--- config.mk ---
export PLATFORM = sky130hd
export DESIGN_NAME = router_pkt_tx
export DESIGN_NICKNAME = d
export VERILOG_FILES = /design/src/rtl/router_pkt_tx_pkg.sv /design/src/rtl/router_pkt_tx_buf.sv /design/src/rtl/router_pkt_tx.sv
export SDC_FILE = /design/constraint.sdc
export NUM_CORES = 1
export LEC_CHECK = 0
export CORE_ASPECT_RATIO = 1.4
export CORE_MARGIN = 3
export CORE_UTILIZATION = 50
export CTS_CLUSTER_SIZE = 25
export DETAILED_ROUTE_END_ITERATION = 8
export GPL_TIMING_DRIVEN = 0
export PLACE_DENSITY = 0.69
export SLEW_MARGIN = 40
export SYNTH_ARGS = -nofsm -noshare
export SYNTH_HDL_FRONTEND = slang
export SYNTH_SLANG_ARGS = --single-unit
--- constraint.sdc ---
create_clock -name clock -period 3.74 [get_ports clock]
set_clock_uncertainty 0.1 [all_clocks]
set_input_delay 0.561 -clock clock [delete_from_list [all_inputs] [get_ports clock]]
set_output_delay 0.561 -clock clock [all_outputs]
set_load 0.03 [all_outputs]
--- src/rtl/router_pkt_tx_pkg.sv ---
// Shared definitions for the router packet transmitter: FSM encoding,
// header field layout and the reserved destination address.
package router_pkt_tx_pkg;

  typedef enum logic [2:0] {
    ST_IDLE    = 3'd0,
    ST_HEADER  = 3'd1,
    ST_PAYLOAD = 3'd2,
    ST_PARITY  = 3'd3,
    ST_CHECK   = 3'd4,
    ST_GAP     = 3'd5
  } state_e;

  // Header byte layout: {len[5:0], addr[1:0]}
  localparam int HDR_ADDR_LSB = 0;
  localparam int HDR_ADDR_MSB = 1;
  localparam int HDR_LEN_LSB  = 2;
  localparam int HDR_LEN_MSB  = 7;

  // Destination 3 does not exist on the router
  localparam logic [1:0] ADDR_INVALID = 2'b11;

  // Payload buffer geometry
  localparam int BUF_DEPTH = 64;
  localparam int BUF_AW    = 6;
  localparam int BUF_CW    = 7;

  function automatic logic [7:0] make_header(input logic [5:0] len, input logic [1:0] addr);
    logic [7:0] hdr;
    hdr = '0;
    hdr[HDR_LEN_MSB:HDR_LEN_LSB]   = len;
    hdr[HDR_ADDR_MSB:HDR_ADDR_LSB] = addr;
    return hdr;
  endfunction

endpackage

--- src/rtl/router_pkt_tx_buf.sv ---
// 64-entry payload FIFO. Read data is show-ahead: pop_data_o always shows
// the oldest byte so the transmitter can register it on the pop edge.
// A push while full is dropped, even if a pop happens in the same cycle.
module router_tx_buf
  import router_pkt_tx_pkg::*;
(
  input  logic              clk_i,
  input  logic              rst_ni,
  input  logic              push_i,
  input  logic [7:0]        push_data_i,
  input  logic              pop_i,
  output logic [7:0]        pop_data_o,
  output logic              full_o,
  output logic              empty_o,
  output logic [BUF_CW-1:0] count_o
);

  logic [7:0]        mem_q [BUF_DEPTH];
  logic [BUF_AW-1:0] wr_ptr_q, wr_ptr_d;
  logic [BUF_AW-1:0] rd_ptr_q, rd_ptr_d;
  logic [BUF_CW-1:0] count_q, count_d;
  logic              push_ok, pop_ok;

  assign full_o     = (count_q == BUF_CW'(BUF_DEPTH));
  assign empty_o    = (count_q == '0);
  assign count_o    = count_q;
  assign pop_data_o = mem_q[rd_ptr_q];

  assign push_ok = push_i && !full_o;
  assign pop_ok  = pop_i && !empty_o;

  // Pointer and occupancy next-state; pointers wrap naturally at 64
  always_comb begin
    wr_ptr_d = wr_ptr_q;
    rd_ptr_d = rd_ptr_q;
    count_d  = count_q;
    if (push_ok) wr_ptr_d = wr_ptr_q + BUF_AW'(1);
    if (pop_ok)  rd_ptr_d = rd_ptr_q + BUF_AW'(1);
    case ({push_ok, pop_ok})
      2'b10:   count_d = count_q + BUF_CW'(1);
      2'b01:   count_d = count_q - BUF_CW'(1);
      default: count_d = count_q;
    endcase
  end

  // Pointer and occupancy registers
  always_ff @(posedge clk_i) begin
    if (!rst_ni) begin
      wr_ptr_q <= '0;
      rd_ptr_q <= '0;
      count_q  <= '0;
    end else begin
      wr_ptr_q <= wr_ptr_d;
      rd_ptr_q <= rd_ptr_d;
      count_q  <= count_d;
    end
  end

  // Storage array; contents need no reset since occupancy gates every read
  always_ff @(posedge clk_i) begin
    if (push_ok) mem_q[wr_ptr_q] <= push_data_i;
  end

endmodule

--- src/rtl/router_pkt_tx.sv ---
// Packet transmitter feeding a router: sends header, buffered payload and a
// running-XOR parity byte, then watches the router err flag for ERR_WIN
// cycles and enforces GAP_CYC idle cycles before the next packet.
// All outputs except tx_active are registered; tx_done/tx_err are decided
// in the last CHECK cycle (so err in that cycle counts) and appear on the
// following edge.
module router_pkt_tx
  import router_pkt_tx_pkg::*;
#(
  parameter int ERR_WIN = 3,
  parameter int GAP_CYC = 2
) (
  input  logic       clock,
  input  logic       resetn,
  input  logic       ld_en,
  input  logic [7:0] ld_data,
  output logic       buf_full,
  output logic [6:0] buf_count,
  input  logic       start,
  input  logic [1:0] dest_addr,
  input  logic [5:0] payload_len,
  input  logic       busy,
  input  logic       err,
  output logic       pkt_valid,
  output logic [7:0] data_out,
  output logic       tx_active,
  output logic       tx_done,
  output logic       tx_err,
  output logic       start_rej,
  output logic [2:0] dbg_state
);

  localparam logic [7:0] ERR_LAST = 8'(ERR_WIN - 1);
  localparam logic [7:0] GAP_LAST = 8'(GAP_CYC - 1);

  state_e     state_q, state_d;
  logic [7:0] data_q, data_d;
  logic       pkt_valid_q, pkt_valid_d;
  logic [7:0] parity_q, parity_d;
  logic [5:0] rem_q, rem_d;
  logic [7:0] cnt_q, cnt_d;
  logic       err_seen_q, err_seen_d;
  logic       tx_done_q, tx_done_d;
  logic       tx_err_q, tx_err_d;
  logic       start_rej_q, start_rej_d;

  logic       accept, xfer, pop_req, buf_pop, buf_empty;
  logic       check_last, gap_last;
  logic [7:0] buf_rd;

  // Handshake: data_out/pkt_valid present a byte; the router takes it on any
  // rising edge where busy=0 during HEADER, PAYLOAD or PARITY, otherwise the
  // byte, pkt_valid and the FSM hold.
  assign accept = (state_q == ST_IDLE) && start && (dest_addr != ADDR_INVALID) &&
                  (payload_len != '0) && (buf_count >= {1'b0, payload_len});
  assign xfer   = !busy && ((state_q == ST_HEADER) || (state_q == ST_PAYLOAD) ||
                            (state_q == ST_PARITY));
  assign pop_req    = xfer && (state_q != ST_PARITY) && (rem_q != '0);
  assign buf_pop    = pop_req && !buf_empty;
  assign check_last = (state_q == ST_CHECK) && (cnt_q == ERR_LAST);
  assign gap_last   = (state_q == ST_GAP) && (cnt_q == GAP_LAST);

  router_tx_buf u_buf (
    .clk_i       (clock),
    .rst_ni      (resetn),
    .push_i      (ld_en),
    .push_data_i (ld_data),
    .pop_i       (buf_pop),
    .pop_data_o  (buf_rd),
    .full_o      (buf_full),
    .empty_o     (buf_empty),
    .count_o     (buf_count)
  );

  // State register
  always_ff @(posedge clock) begin
    if (!resetn) state_q <= ST_IDLE;
    else         state_q <= state_d;
  end

  // Next-state logic
  always_comb begin
    state_d = state_q;
    case (state_q)
      ST_IDLE:    if (accept) state_d = ST_HEADER;
      ST_HEADER,
      ST_PAYLOAD: if (xfer) state_d = (rem_q != '0) ? ST_PAYLOAD : ST_PARITY;
      ST_PARITY:  if (xfer) state_d = ST_CHECK;
      ST_CHECK:   if (check_last) state_d = (GAP_CYC == 0) ? ST_IDLE : ST_GAP;
      ST_GAP:     if (gap_last) state_d = ST_IDLE;
      default:    state_d = ST_IDLE;
    endcase
  end

  // Output/datapath next values: byte on the bus, parity, counters, pulses
  always_comb begin
    data_d      = data_q;
    pkt_valid_d = pkt_valid_q;
    parity_d    = parity_q;
    rem_d       = rem_q;
    cnt_d       = cnt_q;
    err_seen_d  = err_seen_q;
    tx_done_d   = 1'b0;
    tx_err_d    = 1'b0;
    start_rej_d = start && !accept;
    case (state_q)
      ST_IDLE: begin
        if (accept) begin
          data_d      = make_header(payload_len, dest_addr);
          pkt_valid_d = 1'b1;
          parity_d    = make_header(payload_len, dest_addr);
          rem_d       = payload_len;
        end
      end
      ST_HEADER, ST_PAYLOAD: begin
        if (pop_req) begin
          data_d   = buf_rd;
          parity_d = parity_q ^ buf_rd;
          rem_d    = rem_q - 6'd1;
        end else if (xfer) begin
          data_d      = parity_q;
          pkt_valid_d = 1'b0;
        end
      end
      ST_PARITY: begin
        if (xfer) begin
          data_d     = 8'h00;
          cnt_d      = 8'd0;
          err_seen_d = 1'b0;
        end
      end
      ST_CHECK: begin
        err_seen_d = err_seen_q | err;
        cnt_d      = cnt_q + 8'd1;
        if (check_last) begin
          tx_done_d = 1'b1;
          tx_err_d  = err_seen_q | err;
          cnt_d     = 8'd0;
        end
      end
      ST_GAP: cnt_d = cnt_q + 8'd1;
      default: ;
    endcase
  end

  // Datapath and output registers
  always_ff @(posedge clock) begin
    if (!resetn) begin
      data_q      <= 8'h00;
      pkt_valid_q <= 1'b0;
      parity_q    <= 8'h00;
      rem_q       <= '0;
      cnt_q       <= '0;
      err_seen_q  <= 1'b0;
      tx_done_q   <= 1'b0;
      tx_err_q    <= 1'b0;
      start_rej_q <= 1'b0;
    end else begin
      data_q      <= data_d;
      pkt_valid_q <= pkt_valid_d;
      parity_q    <= parity_d;
      rem_q       <= rem_d;
      cnt_q       <= cnt_d;
      err_seen_q  <= err_seen_d;
      tx_done_q   <= tx_done_d;
      tx_err_q    <= tx_err_d;
      start_rej_q <= start_rej_d;
    end
  end

  assign data_out  = data_q;
  assign pkt_valid = pkt_valid_q;
  assign tx_active = (state_q != ST_IDLE);
  assign tx_done   = tx_done_q;
  assign tx_err    = tx_err_q;
  assign start_rej = start_rej_q;
  assign dbg_state = state_q;

endmodule

==> results of run 1 <==
## synth_stat cells, types with 3 or more instances
cell and instances:
nand3_1 17, mux2_2 11, o211a_1 8, mux4_2 101
o21ai_0 21, buf_4 8, a221oi_1 8, edfxtp_1 512
a21o_1 5, nand2_1 44, o21a_1 5, and2_1 3
nand2b_1 12, o21ai_1 3, nand4_1 5, buf_8 6
a2bb2oi_1 3, dfxtp_1 63, nor3_1 14, a21oi_1 39
nor2_1 128, inv_1 18, a22oi_1 29, buf_6 12
buf_1 7, or4_1 8, xor2_1 13, a21oi_2 6
mux2i_1 70, or3_1 8, o211ai_1 20, a211oi_1 6
xnor2_1 7, or2_2 3, buf_2 10, a31oi_1 9
clkbuf_1 23, a211oi_2 3, nor2b_1 11, buf_12 5
mux4_1 14, ha_1 14, and3_1 3
## area by class of cell
cell class	count	area, µm²	area share
timing repair buffer	54	593	0.0220
clock inverter	21	211	0.00785
sequential	575	16600	0.618
clock buffer	76	1490	0.0552
multi-input combinational	688	6590	0.245
buffer	72	567	0.0210
tap	617	772	0.0287
inverter	20	75.1	0.00279
## metrics by stage
stage / TNS [ps] / util / hold WS (ps) / cells / worst slack (ps)
finish: 0 / 0.580 / 147 / 2123 / 208
global route: -37.6 / 0.580 / 119 / 2123 / -37.6
CTS: 0 / 0.578 / 117 / 2123 / 4.91
detailed placement: -4180 / 0.541 / 383 / 2025 / -1210
global placement: -3850 / 0.537 / 369 / 2018 / -1170
floorplan: 0 / - / 358 / 1356 / 43.4
## state kept, by name (all words and copies together) (netlist names), named ones only
signal          cells
u_buf.rd_ptr_q      6
dbg_state           3
tx_err              1
u_buf.wr_ptr_q      6
u_buf.count_o       7
cnt_q               8
tx_done             1
rem_q               6
u_buf.mem_q       512
start_rej           1
data_out            8
pkt_valid           1
parity_q            8
err_seen_q          1
## where the power goes
group	internal (mW)	leakage, nW	switching, mW
Combinational	0.186	2.48	0.359
Clock	3.04	0.833	2.28
Sequential	7.02	5.12	0.0268
## worst max-delay path, delay by kind of cell, from the launching register on
family,cells,cell delay [ps]
flip-flops,1,390
buffers and inverters,2,450
AND/OR/NAND/NOR,6,2210
## final timing paths
path | to | slack (ps) | cells past startpoint
max | u_buf.mem_q[19][1] | 210 | 8
min | u_buf.mem_q[38][1] | 150 | 1
max reg2reg | u_buf.mem_q[19][1] | 210 | 8
min reg2reg | cnt_q[7] | 400 | 2
## routing by layer
metal  track usage  vias up  wire length (µm)
met5             0        -                 0
met2         0.398      467             29500
met1         0.264     6480             20400
met3        0.0312      121              2950
li1              -     5640                 -
met4        0.0896        0              2320
## kinds of logic (layout without fill, tap and decap cells)
kind of cell,after synthesis,count (layout)
DFF,575,575
and+or+nand+nor,270,270
muxes,197,197
AOI/OAI and AO/OA,187,187
buffers and inverters,93,243
xor gates and xnor gates,20,20
adders and majority gates,14,14
## timing repair
item	4_1_cts	5_1_grt
gates resized for setup	7	9
hold buffers	0	0
setup endpoints to repair	6	18
pin swaps	2	2
setup buffers	2	0
hold endpoints to repair	0	0
==> impl_metrics.json, run 1 <==
{
  "status": "finished clean",
  "synth_top_area_cell": "edfxtp_1",
  "period_share": 0.944,
  "synth_compound_area_frac": 0.0564,
  "overflow": 0,
  "synth_edf_count": 512,
  "synth.area.top_cells": "edfxtp_1 (65%), mux4_2 (9.6%), dfxtp_1 (5.3%)",
  "hpwl_um": 36700,
  "syn-num-nets": 1392,
  "synth-xor-area-share": 0.00739,
  "slowest_delay_ps": 860,
  "synthCells": 1356,
  "ys_seq_elements": 575,
  "synth-simple-area-share": 0.0530,
  "cts_buffer_depth": 3,
  "slowest_stage": "nor2_1",
  "worst-path-max-fanout": 8,
  "drive_gt1_frac": 0.211,
  "startpoint_type": "register",
  "syn_avg_cell_area_um2": 17.5,
  "p_per_area_nw_per_um2": 479,
  "leakage_nw": 8.43,
  "die_width_um": 190,
  "first_global_vias": 13100,
  "min_period_ps": 3530,
  "clk_pin_slew_ps": 70,
  "synth_adder_area_share": 0.00739,
  "firstDrtPassIters": 5,
  "drt-vias-per-instance": 5.99,
  "final_cell_mix": "edfxtp_1 (512), mux4_2 (101), nor2_1 (86)",
  "synth.distinct_cells": 74,
  "start_util": 0.510,
  "synth_top_cell_area_share": 0.649,
  "cts_tree": "yes",
  "maxSlewViolCount": 0,
  "relSlewSlack": 0.434,
  "rows": 93,
  "cts_made_buffers": 52,
  "nFillCells": 3379,
  "numPortBuffers": 45,
  "ys_async_sr_fraction": 0,
  "end_kind": "register",
  "root_buffer": "clkbuf_16",
  "area_growth_pct": 13.6,
  "ios": 46,
  "synthFlopType": "edfxtp_1",
  "finalSetupViolations": 0,
  "synth_top_family_by_area": "multiplexers",
  "htree_levels": 2,
  "fmax_mhz": 283,
  "die_h_um": 264,
  "startpoint": "u_buf.count_o[3]",
  "route.vias.total": 12700,
  "gp_congestion": 0.894,
  "synthMuxAreaShare": 0.147,
  "cpMostUsedCell": "nor2_1",
  "die_area_um2": 50100,
  "grt.total_usage": 0.220,
  "diodes": 0,
  "final_common_cell": "edfxtp_1",
  "place_area_um2": 25100,
  "yosysWarnings": 0,
  "min_from": "ld_data[1]",
  "finalHoldViolCount": 0,
  "ant_nets": 0,
  "drcViolationCount": 0,
  "path_cells": "clkbuf_1 -> or3_1 -> nor3_4 -> nor2_2 -> inv_1 -> nor2_1 -> nand3_1 -> nor2_1",
  "core_area_um2": 46400,
  "grt_pass1_wl_um": 82100,
  "cts.sinks": 575,
  "fin_nets": 1499,
  "drtIter0Drc": 1029,
  "tightest_slew_ps": 845,
  "finalPower_mw": 12.9,
  "grt_antenna_before_repair": 0,
  "grt_max_degree": 65,
  "syn_area_um2": 23700,
  "cap_viol_max_count": 0,
  "clk_latency_ps": 580,
  "r2r-start": "u_buf.count_o[3]",
  "cp.required_ps": 3830,
  "worstPathArrival_ps": 3620,
  "hp-class": "in2reg",
  "worst-setup-path-type": "reg2reg",
  "yosysSeqAreaShare": 0.702,
  "irDropWorstVdd_v": 0.000338,
  "wl_um": 55100,
  "routedWlPerCell_um": 26.0,
  "final_area_um2": 26900
}
(Power assumes the default switching activity.)
==> run 2, diff against run 1 <==
- CORE_MARGIN: 3 -> unset
==> run 2 against run 1 <==
Effect of this change:
- the run now ends with DRC left
- via count rose by 0.73%
- critical path depth rose by 9
- non-clock buffer count did not move
- maximum frequency fell by 0.90%
- total power rose by 2.8%
- die area fell by 3.6%
- cell count rose by 0.38%
- routed wire length rose by 0.13%
- clock power rose by 6.6%
- sequential power barely moved
==> impl_metrics.json, run 2 (synthesis results as in run 1) <==
{
  "clk_latency_ps": 590,
  "grt_pass1_wl_um": 81500,
  "overflow": 0,
  "fin_nets": 1499,
  "root_buffer": "clkbuf_16",
  "first_global_vias": 13100,
  "p_per_area_nw_per_um2": 490,
  "clk_pin_slew_ps": 70,
  "dp.cells": 2033,
  "place_area_um2": 25100,
  "cts_made_buffers": 52,
  "hp-class": "in2reg",
  "hold_depth": 1,
  "final_cell_mix": "edfxtp_1 (512), mux4_2 (101), nor2_1 (88)",
  "area_growth_pct": 14.2,
  "final_area_um2": 27100,
  "cap_viol_max_count": 0,
  "worst-setup-path-type": "reg2reg",
  "htree_levels": 2,
  "relSlewSlack": 0.423,
  "multiInputGateArea_um2": 6590,
  "route.vias.total": 12800,
  "core_area_um2": 46900,
  "top_register": "u_buf.mem_q",
  "ios": 46,
  "finalSetupViolations": 0,
  "cts_tree": "yes",
  "status": "complete, but fails checks",
  "violations": "DRC",
  "drt-vias-per-instance": 6.01,
  "wl_um": 55200,
  "cts_buffer_depth": 3,
  "cts.sinks": 575,
  "end_kind": "register",
  "area.sequential_um2": 16600,
  "final_common_cell": "edfxtp_1",
  "startpoint_type": "register",
  "grt_max_degree": 65,
  "min_period_ps": 3560,
  "die_width_um": 186,
  "leakage_nw": 8.48,
  "worstPathArrival_ps": 3980,
  "drcViolationCount": 1,
  "worst-path-max-fanout": 10,
  "drive_gt1_frac": 0.220,
  "numPortBuffers": 45,
  "maxSlewViolCount": 0,
  "irDropWorstVdd_v": 0.000340,
  "nFillCells": 3430,
  "finalHoldViolCount": 0,
  "fmax_mhz": 281,
  "ant_nets": 0,
  "diodes": 0,
  "rows": 94,
  "die_h_um": 260,
  "gp_congestion": 0.864,
  "period_share": 0.953,
  "routedWlPerCell_um": 25.9,
  "stdcell_count": 2131,
  "die_area_um2": 48300,
  "start_util": 0.505,
  "grt.total_usage": 0.235,
  "hpwl_um": 37200,
  "grt_antenna_before_repair": 0,
  "largest_register_ff_count": 512,
  "reg2reg_depth": 17,
  "drtIter0Drc": 1075,
  "tightest_slew_ps": 862,
  "cp.required_ps": 4150,
  "firstDrtPassIters": 7
}
[run 2: critical path: stages, from the launching register on]
cell and delay [ps]:
dfxtp_1 350, inv_1 70, ha_1 230, nor3b_2 200, a21oi_2 330, nand2_4 160
nor2_4 150, ha_4 170, clkbuf_4 200, xor2_1 160, ha_1 210, o21bai_1 70
a21oi_1 190, a41oi_1 80, a21oi_2 200, nor4b_1 70, a311oi_1 320, mux2i_1 220
[run 2: through the flow]
stage                     TNS, ps  utilization  worst slack [ps]  total power [mW]  hold slack [ps]
after global routing       -0.588        0.577            -0.588              13.6              231
after CTS                       0        0.576              15.6              13.3              210
after floorplan                 0            -              43.4              7.46              358
after global placement      -5610        0.531             -1260              7.71              368
after detailed placement    -5460        0.536             -1280              7.73              390
final                           0        0.577               176              13.3              224
[run 2: report_power, final]
part,switching [mW],internal [mW]
Combinational,0.363,0.189
Clock,2.35,3.30
Sequential,0.0306,7.02
Total,2.75,10.5
[run 2: routing by layer]
| metal | global-route usage | share of wire | routed length (µm) | vias up |
|---|---|---|---|---|
| li1 | - | - | - | 5654 |
| met1 | 0.279 | 0.38 | 20700 | 6551 |
| met2 | 0.423 | 0.54 | 29600 | 470 |
| met3 | 0.0283 | 0.048 | 2640 | 126 |
| met4 | 0.107 | 0.040 | 2230 | 0 |
| met5 | 0 | 0 | 0 | - |
[run 2: repair_timing]
| item | CTS | global route |
|---|---|---|
| hold buffers | 0 | 0 |
| gates resized for setup | 9 | 9 |
| buffers inserted | 2 | 0 |
| endpoints found under the setup margin | 13 | 10 |
| pin swaps | 3 | 1 |
[run 2: final timing paths]
| check | slack, ps | from | endpoint |
|---|---|---|---|
| setup / recovery | 180 | rem_q[0] | u_buf.count_o[6] |
| hold / removal | 220 | ld_data[3] | u_buf.mem_q[34][3] |
| setup reg to reg | 180 | rem_q[0] | u_buf.count_o[6] |
| hold reg to reg | 400 | cnt_q[7] | cnt_q[7] |
[run 2: final cells by class]
class / count / share of cell area
well taps: 624 / 0.0288
plain buffers: 71 / 0.0208
repair buffers: 55 / 0.0224
multi-input cells: 688 / 0.243
clock inverters: 38 / 0.0173
inverters: 20 / 0.00277
flip-flops and latches: 575 / 0.615
clock buffers: 60 / 0.0500
==> run 3, diff against run 2 <==
- SKIP_LAST_GASP: unset -> 1
==> results of run 3 <==
Same layout as run 2: the final DEF is identical, and so are final timing and power.
